File: config.mk
export PLATFORM = sky130hd
export DESIGN_NAME = paddle_ctrl_flat
export DESIGN_NICKNAME = d
export VERILOG_FILES = /design/src/rtl/pong_pkg.sv /design/src/rtl/paddle_ctrl_if.sv /design/src/rtl/btn_sync.sv /design/src/rtl/paddle_ctrl.sv /design/src/flat_wrapper.sv
export SDC_FILE = /design/constraint.sdc
export NUM_CORES = 1
export LEC_CHECK = 0
export ABC_AREA = 1
export ABC_CLOCK_PERIOD_IN_PS = 2700
export CAP_MARGIN = 20
export CELL_PAD_IN_SITES_DETAIL_PLACEMENT = 1
export CELL_PAD_IN_SITES_GLOBAL_PLACEMENT = 1
export CORE_MARGIN = 1
export CORE_UTILIZATION = 36
export DETAILED_ROUTE_END_ITERATION = 8
export GPL_ROUTABILITY_DRIVEN = 0
export PLACE_DENSITY_LB_ADDON = 0.08
export SLEW_MARGIN = 30
export SYNTH_ARGS = -nofsm -noshare
export SYNTH_HDL_FRONTEND = slang
export SYNTH_SLANG_ARGS = --single-unit
export TNS_END_PERCENT = 1
File: constraint.sdc
create_clock -name clk -period 2.7 [get_ports clk]
set_clock_uncertainty 0.1 [all_clocks]
set_input_delay 0.54 -clock clk [delete_from_list [all_inputs] [get_ports clk]]
set_output_delay 0.54 -clock clk [all_outputs]
set_load 0.02 [all_outputs]
File: src/rtl/pong_pkg.sv
// Shared pong constants and the paddle controller state encoding.
package pong_pkg;

  localparam int H_ACTIVE = 640;
  localparam int V_ACTIVE = 480;
  localparam int PADDLE_H = 64;

  typedef enum logic [1:0] {
    IDLE      = 2'd0,
    MOVE_SLOW = 2'd1,
    MOVE_FAST = 2'd2
  } paddle_state_e;

  typedef enum logic {
    DIR_UP   = 1'b0,
    DIR_DOWN = 1'b1
  } paddle_dir_e;

endpackage

File: src/rtl/paddle_ctrl_if.sv
// Paddle controller control/status bundle: frame tick, buttons and freeze in,
// position and flags out.
interface paddle_ctrl_if #(
  parameter int W = 10
) ();

  logic         tick;
  logic         btn_up;
  logic         btn_down;
  logic         freeze;
  logic [W-1:0] paddle_y;
  logic         moving;
  logic         at_top;
  logic         at_bottom;

  modport master (
    output tick, btn_up, btn_down, freeze,
    input  paddle_y, moving, at_top, at_bottom
  );

  modport slave (
    input  tick, btn_up, btn_down, freeze,
    output paddle_y, moving, at_top, at_bottom
  );

endinterface

File: src/rtl/btn_sync.sv
// Two-flop synchronizer for a slow asynchronous level, cleared by rst_n.
module btn_sync (
  input  logic clk,
  input  logic rst_n,
  input  logic d,
  output logic q
);

  logic meta;

  always_ff @(posedge clk or negedge rst_n) begin
    if (!rst_n) begin
      meta <= 1'b0;
      q    <= 1'b0;
    end else begin
      meta <= d;
      q    <= meta;
    end
  end

endmodule

File: src/rtl/paddle_ctrl.sv
// Paddle vertical position controller: per-frame motion with hold acceleration
// and clamping to the playfield.
//   state     | meaning
//   IDLE      | no request, paddle stationary
//   MOVE_SLOW | moving SPEED_LO per tick, counting held ticks
//   MOVE_FAST | moving SPEED_HI per tick after ACCEL_TICKS slow moves
module paddle_ctrl #(
  parameter int W           = 10,
  parameter int Y_TOP       = 0,
  parameter int Y_BOTTOM    = pong_pkg::V_ACTIVE - 1,
  parameter int PADDLE_H    = pong_pkg::PADDLE_H,
  parameter int Y_RESET     = (Y_BOTTOM + 1 - PADDLE_H) / 2,
  parameter int SPEED_LO    = 2,
  parameter int SPEED_HI    = 6,
  parameter int ACCEL_TICKS = 8
) (
  input logic           clk,
  input logic           rst_n,
  paddle_ctrl_if.slave  bus
);

  import pong_pkg::*;

  localparam int         Y_MAX = Y_BOTTOM + 1 - PADDLE_H;
  localparam int         CW    = $clog2(ACCEL_TICKS + 1);
  localparam logic [W:0] TOP_X = (W+1)'(Y_TOP);
  localparam logic [W:0] MAX_X = (W+1)'(Y_MAX);
  localparam logic [W:0] LO_X  = (W+1)'(SPEED_LO);
  localparam logic [W:0] HI_X  = (W+1)'(SPEED_HI);

  logic up_s, down_s;

  btn_sync u_sync_up (
    .clk   (clk),
    .rst_n (rst_n),
    .d     (bus.btn_up),
    .q     (up_s)
  );

  btn_sync u_sync_down (
    .clk   (clk),
    .rst_n (rst_n),
    .d     (bus.btn_down),
    .q     (down_s)
  );

  logic        req_up, req_down, req_any;
  paddle_dir_e req_dir;

  assign req_up   = up_s & ~down_s & ~bus.freeze;
  assign req_down = down_s & ~up_s & ~bus.freeze;
  assign req_any  = req_up | req_down;
  assign req_dir  = req_down ? DIR_DOWN : DIR_UP;

  paddle_state_e   state, state_nxt;
  paddle_dir_e     dir, dir_nxt;
  logic [CW-1:0]   hold_cnt, hold_nxt;
  logic [W-1:0]    y, y_nxt;
  logic            move_en;
  logic [W:0]      spd, y_ext;
  logic            moving_r, at_top_r, at_bottom_r;

  always_comb begin
    state_nxt = state;
    dir_nxt   = dir;
    hold_nxt  = hold_cnt;
    move_en   = 1'b0;
    spd       = LO_X;
    unique case (state)
      IDLE: begin
        if (req_any) begin
          state_nxt = MOVE_SLOW;
          dir_nxt   = req_dir;
          hold_nxt  = CW'(1);
          move_en   = 1'b1;
        end
      end
      MOVE_SLOW, MOVE_FAST: begin
        if (!req_any) begin
          state_nxt = IDLE;
          hold_nxt  = '0;
        end else if (req_dir != dir) begin
          // A reversal always restarts the slow phase.
          state_nxt = MOVE_SLOW;
          dir_nxt   = req_dir;
          hold_nxt  = CW'(1);
          move_en   = 1'b1;
        end else if (state == MOVE_FAST) begin
          move_en = 1'b1;
          spd     = HI_X;
        end else if (hold_cnt < CW'(ACCEL_TICKS)) begin
          move_en  = 1'b1;
          hold_nxt = hold_cnt + CW'(1);
        end else begin
          state_nxt = MOVE_FAST;
          move_en   = 1'b1;
          spd       = HI_X;
        end
      end
      default: begin
        state_nxt = IDLE;
        hold_nxt  = '0;
      end
    endcase
  end

  // One extra bit keeps the clamp compares free of wrap-around.
  always_comb begin
    y_ext = {1'b0, y};
    y_nxt = y;
    if (move_en) begin
      if (dir_nxt == DIR_UP) begin
        if (y_ext < TOP_X + spd) y_nxt = W'(TOP_X);
        else                     y_nxt = W'(y_ext - spd);
      end else begin
        if (y_ext + spd > MAX_X) y_nxt = W'(MAX_X);
        else                     y_nxt = W'(y_ext + spd);
      end
    end
  end

  always_ff @(posedge clk or negedge rst_n) begin
    if (!rst_n) begin
      state       <= IDLE;
      dir         <= DIR_UP;
      hold_cnt    <= '0;
      y           <= W'(Y_RESET);
      moving_r    <= 1'b0;
      at_top_r    <= 1'b0;
      at_bottom_r <= 1'b0;
    end else if (bus.tick) begin
      state       <= state_nxt;
      dir         <= dir_nxt;
      hold_cnt    <= hold_nxt;
      y           <= y_nxt;
      moving_r    <= (state_nxt != IDLE);
      at_top_r    <= (y_nxt == W'(TOP_X));
      at_bottom_r <= (y_nxt == W'(MAX_X));
    end
  end

  assign bus.paddle_y  = y;
  assign bus.moving    = moving_r;
  assign bus.at_top    = at_top_r;
  assign bus.at_bottom = at_bottom_r;

endmodule

File: src/flat_wrapper.sv
// flat-port wrapper written by rule: the top's interface ports become plain ports
module paddle_ctrl_flat import pong_pkg::*;
#(
  parameter int W           = 10,
  parameter int Y_TOP       = 0,
  parameter int Y_BOTTOM    = pong_pkg::V_ACTIVE - 1,
  parameter int PADDLE_H    = pong_pkg::PADDLE_H,
  parameter int Y_RESET     = (Y_BOTTOM + 1 - PADDLE_H) / 2,
  parameter int SPEED_LO    = 2,
  parameter int SPEED_HI    = 6,
  parameter int ACCEL_TICKS = 8
)
  (clk, rst_n, bus_tick, bus_btn_up, bus_btn_down, bus_freeze, bus_paddle_y, bus_moving, bus_at_top, bus_at_bottom);
  paddle_ctrl_if #(.W(W)) bus_i ();
  input logic clk;
  input logic rst_n;
  input wire logic [$bits(bus_i.tick)-1:0] bus_tick;
  input wire logic [$bits(bus_i.btn_up)-1:0] bus_btn_up;
  input wire logic [$bits(bus_i.btn_down)-1:0] bus_btn_down;
  input wire logic [$bits(bus_i.freeze)-1:0] bus_freeze;
  output wire logic [$bits(bus_i.paddle_y)-1:0] bus_paddle_y;
  output wire logic [$bits(bus_i.moving)-1:0] bus_moving;
  output wire logic [$bits(bus_i.at_top)-1:0] bus_at_top;
  output wire logic [$bits(bus_i.at_bottom)-1:0] bus_at_bottom;
  assign bus_i.tick = bus_tick;
  assign bus_i.btn_up = bus_btn_up;
  assign bus_i.btn_down = bus_btn_down;
  assign bus_i.freeze = bus_freeze;
  assign bus_paddle_y = bus_i.paddle_y;
  assign bus_moving = bus_i.moving;
  assign bus_at_top = bus_i.at_top;
  assign bus_at_bottom = bus_i.at_bottom;
  paddle_ctrl #(.W(W), .Y_TOP(Y_TOP), .Y_BOTTOM(Y_BOTTOM), .PADDLE_H(PADDLE_H), .Y_RESET(Y_RESET), .SPEED_LO(SPEED_LO), .SPEED_HI(SPEED_HI), .ACCEL_TICKS(ACCEL_TICKS)) u_core (.clk(clk), .rst_n(rst_n), .bus(bus_i));
endmodule
==> impl_metrics.json <==
{
  "row_count": 25,
  "clk_pin_slew_worst_paths_ns": 0.09,
  "hp-start": "u_core.u_sync_down.meta",
  "fin_util": 0.564,
  "grt.met2_usage": 0.399,
  "initial_utilization": 0.382,
  "final_cells": 420,
  "worst-endpoint-arrival_ns": 3.08,
  "antenna_cells": 0,
  "critPathBufInv": 6,
  "pwr_density_cell_nw_per_um2": 693,
  "ant_nets": 0,
  "muxShareOfSynthArea": 0,
  "critPathKind": "reg2reg",
  "timing.rr.start": "u_core.state[1]",
  "preCtsSetupSlack_ns": -1.04,
  "cts_hold_buffers": 0,
  "nets": 369,
  "h-tree-depth": 1,
  "critical-path-top-delay-family": "adder cells",
  "wl_per_cell_um": 14.8,
  "seq_area_frac_synth": 0.326,
  "total_leakage_power_nw": 1.36,
  "path_depth": 18,
  "finalCritPeriodShare": 1.13,
  "critPathLaunch": "u_core.state[1]",
  "stdcell_area_um2": 2740,
  "hold_ws_ns": 0.253,
  "yosys.area_share.simple": 0.368,
  "grt_pass1_wl_um": 9840,
  "drv_cap": 0,
  "relSlewSlack": 0.641,
  "drive_gt1_frac": 0.303,
  "vias": 2079,
  "regToRegSetupSlack_ns": -0.34,
  "synth-seq-cells": 24,
  "syn_nets": 299,
  "startpoint_type": "flop",
  "setup_viol": 11,
  "syn_inst": 284,
  "slowest_delay_ns": 0.41,
  "die_w_um": 73.7,
  "timing.rr.end": "u_core.bus.paddle_y[5]",
  "tightest_slew_ns": 0.539,
  "synthAdderAreaFrac": 0.0689,
  "dpl.hpwl_um": 4460,
  "dp_cells": 402,
  "grt_antenna_before_repair": 0,
  "synth_xor_xnor_area_share": 0.0284,
  "drtIter0Drc": 88,
  "synth_compound_area_frac": 0.117,
  "ff2ff_path_depth": 18,
  "clockBufferDepth": 2,
  "grt_usage": 0.234,
  "clk_latency_ns": 0.28,
  "io_pins": 19,
  "layout_setup_ws_ns": -0.342,
  "slowest_stage": "fa_2",
  "die_area_um2": 5430,
  "worstHoldPathType": "reg2reg",
  "postPlaceCellArea_um2": 2420,
  "clock.fmax_ghz": 0.329,
  "avgSynthCellArea_um2": 6.52,
  "final.fill_count": 631,
  "syn_to_final_growth_pct": 47.7,
  "core_area_um2": 4850,
  "top_usage_layer": "met2",
  "cts_tree": "yes",
  "drc": 0,
  "die_h_um": 73.7,
  "grtUsageMet1": 0.323,
  "met3_usage": 0.0261,
  "dr.pass1.iters": 4,
  "via_per_inst": 4.95,
  "grt_max_degree": 25,
  "cts_buffers": 3,
  "crit_required_ns": 2.74,
  "slew_viol_final": 0,
  "overflow": 0,
  "end_kind": "flop",
  "status": "finished, violations left",
  "rsz0062_at_grt": "yes",
  "min_path_cells": 0,
  "yosys_warnings": 0,
  "critPathMaxFanout": 5,
  "worstHoldEndpoint": "u_core.u_sync_down.q",
  "synth_top_family_by_area": "simple AND/OR/NAND/NOR gates",
  "port_buffers": 18,
  "hold_violations": 0,
  "synth.distinct_cells": 25,
  "critical_path.most_common_cell": "buf_4",
  "violations": "negative setup slack",
  "synth_area_um2": 1850,
  "routed_wirelength_um": 6200,
  "fin_crit_ns": 3.04,
  "max-vdd-ir-drop_uv": 326,
  "grt_pass1_vias": 2066,
  "clock_sinks": 24,
  "path_cells": "inv_2, ha_4, inv_4, nor3_4, o21ai_2, fa_2, nor2_4, xor2_2, buf_4, buf_4, nand2_1, nand2_1, a21oi_1, nand2_2, nand2_1, buf_4, buf_4, o21ai_0",
  "cts_root_buf": "clkbuf_8"
}
[synth_stat cells]
master / n / share of area
nand2_1: 87 / 0.18
inv_1: 39 / 0.079
nor2_1: 29 / 0.059
nand3_1: 25 / 0.068
o21ai_0: 24 / 0.065
dfrtp_1: 21 / 0.28
a21oi_1: 12 / 0.032
ha_1: 7 / 0.047
nand2_2: 6 / 0.020
xor2_1: 6 / 0.028
nand4_1: 5 / 0.017
dfstp_2: 3 / 0.043
nor2_2: 3 / 0.010
nor3_1: 3 / 0.0081
clkbuf_1: 2 / 0.0041
fa_1: 2 / 0.022
o21a_1: 2 / 0.0081
a31oi_1: 1 / 0.0034
and2_1: 1 / 0.0034
buf_1: 1 / 0.0020
buf_2: 1 / 0.0027
buf_4: 1 / 0.0041
nor2_4: 1 / 0.0061
o2111ai_1: 1 / 0.0047
o22ai_1: 1 / 0.0034
[sequential cells by signal (all words and copies together) (netlist names)]
register,cells
u_core.bus.paddle_y,10
u_core.hold_cnt,4
u_core.state,2
u_core.bus.at_bottom,1
u_core.bus.at_top,1
u_core.bus.moving,1
u_core.dir,1
u_core.u_sync_down.meta,1
u_core.u_sync_down.q,1
u_core.u_sync_up.meta,1
u_core.u_sync_up.q,1
[power by group]
group | total (mW) | internal [mW] | switching (mW) | leakage [nW]
clock | 0.324 | 0.199 | 0.126 | 0.0357
combinational | 1.04 | 0.467 | 0.573 | 1.03
sequential | 0.531 | 0.429 | 0.101 | 0.298
total | 1.89 | 1.10 | 0.800 | 1.36
[worst max-delay path by stage]
stage / to / slack (ns)
after detailed placement: u_core.bus.at_top / -1.04
after floorplan: u_core.bus.at_top / -0.07
final: u_core.bus.paddle_y[5] / -0.34
after global placement: u_core.bus.at_top / -0.99
after global routing: u_core.bus.at_top / -0.51
after CTS: u_core.bus.at_top / -0.29
[worst register-to-register path: cells and delay by family, from the launching register on]
| kind | cells | cell delay (ns) |
|---|---|---|
| buffers and inverters | 6 | 0.61 |
| flip-flops | 1 | 0.39 |
| adder cells (fa/ha/maj) | 2 | 0.69 |
| AND/OR/NAND/NOR | 6 | 0.67 |
| AO/OA/AOI/OAI | 3 | 0.34 |
| XOR/XNOR | 1 | 0.12 |
[final cells by class]
| type | instances | area [um^2] | area share |
|---|---|---|---|
| inverter | 39 | 151 | 0.0554 |
| tap | 67 | 83.8 | 0.0306 |
| clock inverter | 1 | 30.0 | 0.0110 |
| timing repair buffer | 70 | 573 | 0.210 |
| multi-input combinational | 216 | 1250 | 0.457 |
| sequential | 24 | 604 | 0.221 |
| clock buffer | 3 | 41.3 | 0.0151 |
[placed cells by master (no fill, tap or decap), types with 2 or more instances in the layout]
cell,n
a21oi_1,9
a21oi_4,2
buf_4,50
buf_6,2
clkbuf_8,3
clkdlybuf4s50_1,17
dfrtp_1,21
dfstp_2,3
ha_1,6
inv_1,33
inv_2,4
inv_4,2
nand2_1,76
nand2_2,15
nand2_4,2
nand3_1,18
nand3_2,6
nand4_1,5
nor2_1,27
nor2_2,3
nor2_4,3
nor3_1,2
o21a_1,2
o21ai_0,19
o21ai_1,2
o21ai_2,3
xor2_1,4
xor2_2,2
[per-layer routing]
metal	vias up	routed length (um)
li1	1038	-
met1	1003	2960
met2	31	3040
met3	7	155
met4	0	41
met5	-	0
[cell families after synthesis]
| kind of cell | after synthesis |
|---|---|
| buf+inv | 44 |
| fa+ha+maj | 9 |
| flops | 24 |
| compound gates | 41 |
| simple gates | 160 |
| xor+xnor | 6 |
[per-stage QoR]
stage               power, mW  setup TNS [ns]
floorplan                1.01          -0.119
global placement         1.43           -8.54
detailed placement       1.44           -9.32
CTS                      1.84           -2.12
global route             2.03           -4.46
finish                   1.89           -2.52
[timing repair]
action	CTS	global route
gates resized for setup	21	24
pin swaps	15	20
setup buffers	9	5
cloned	0	0
endpoints found under the setup margin	12	11
(Power assumes the default switching activity.)
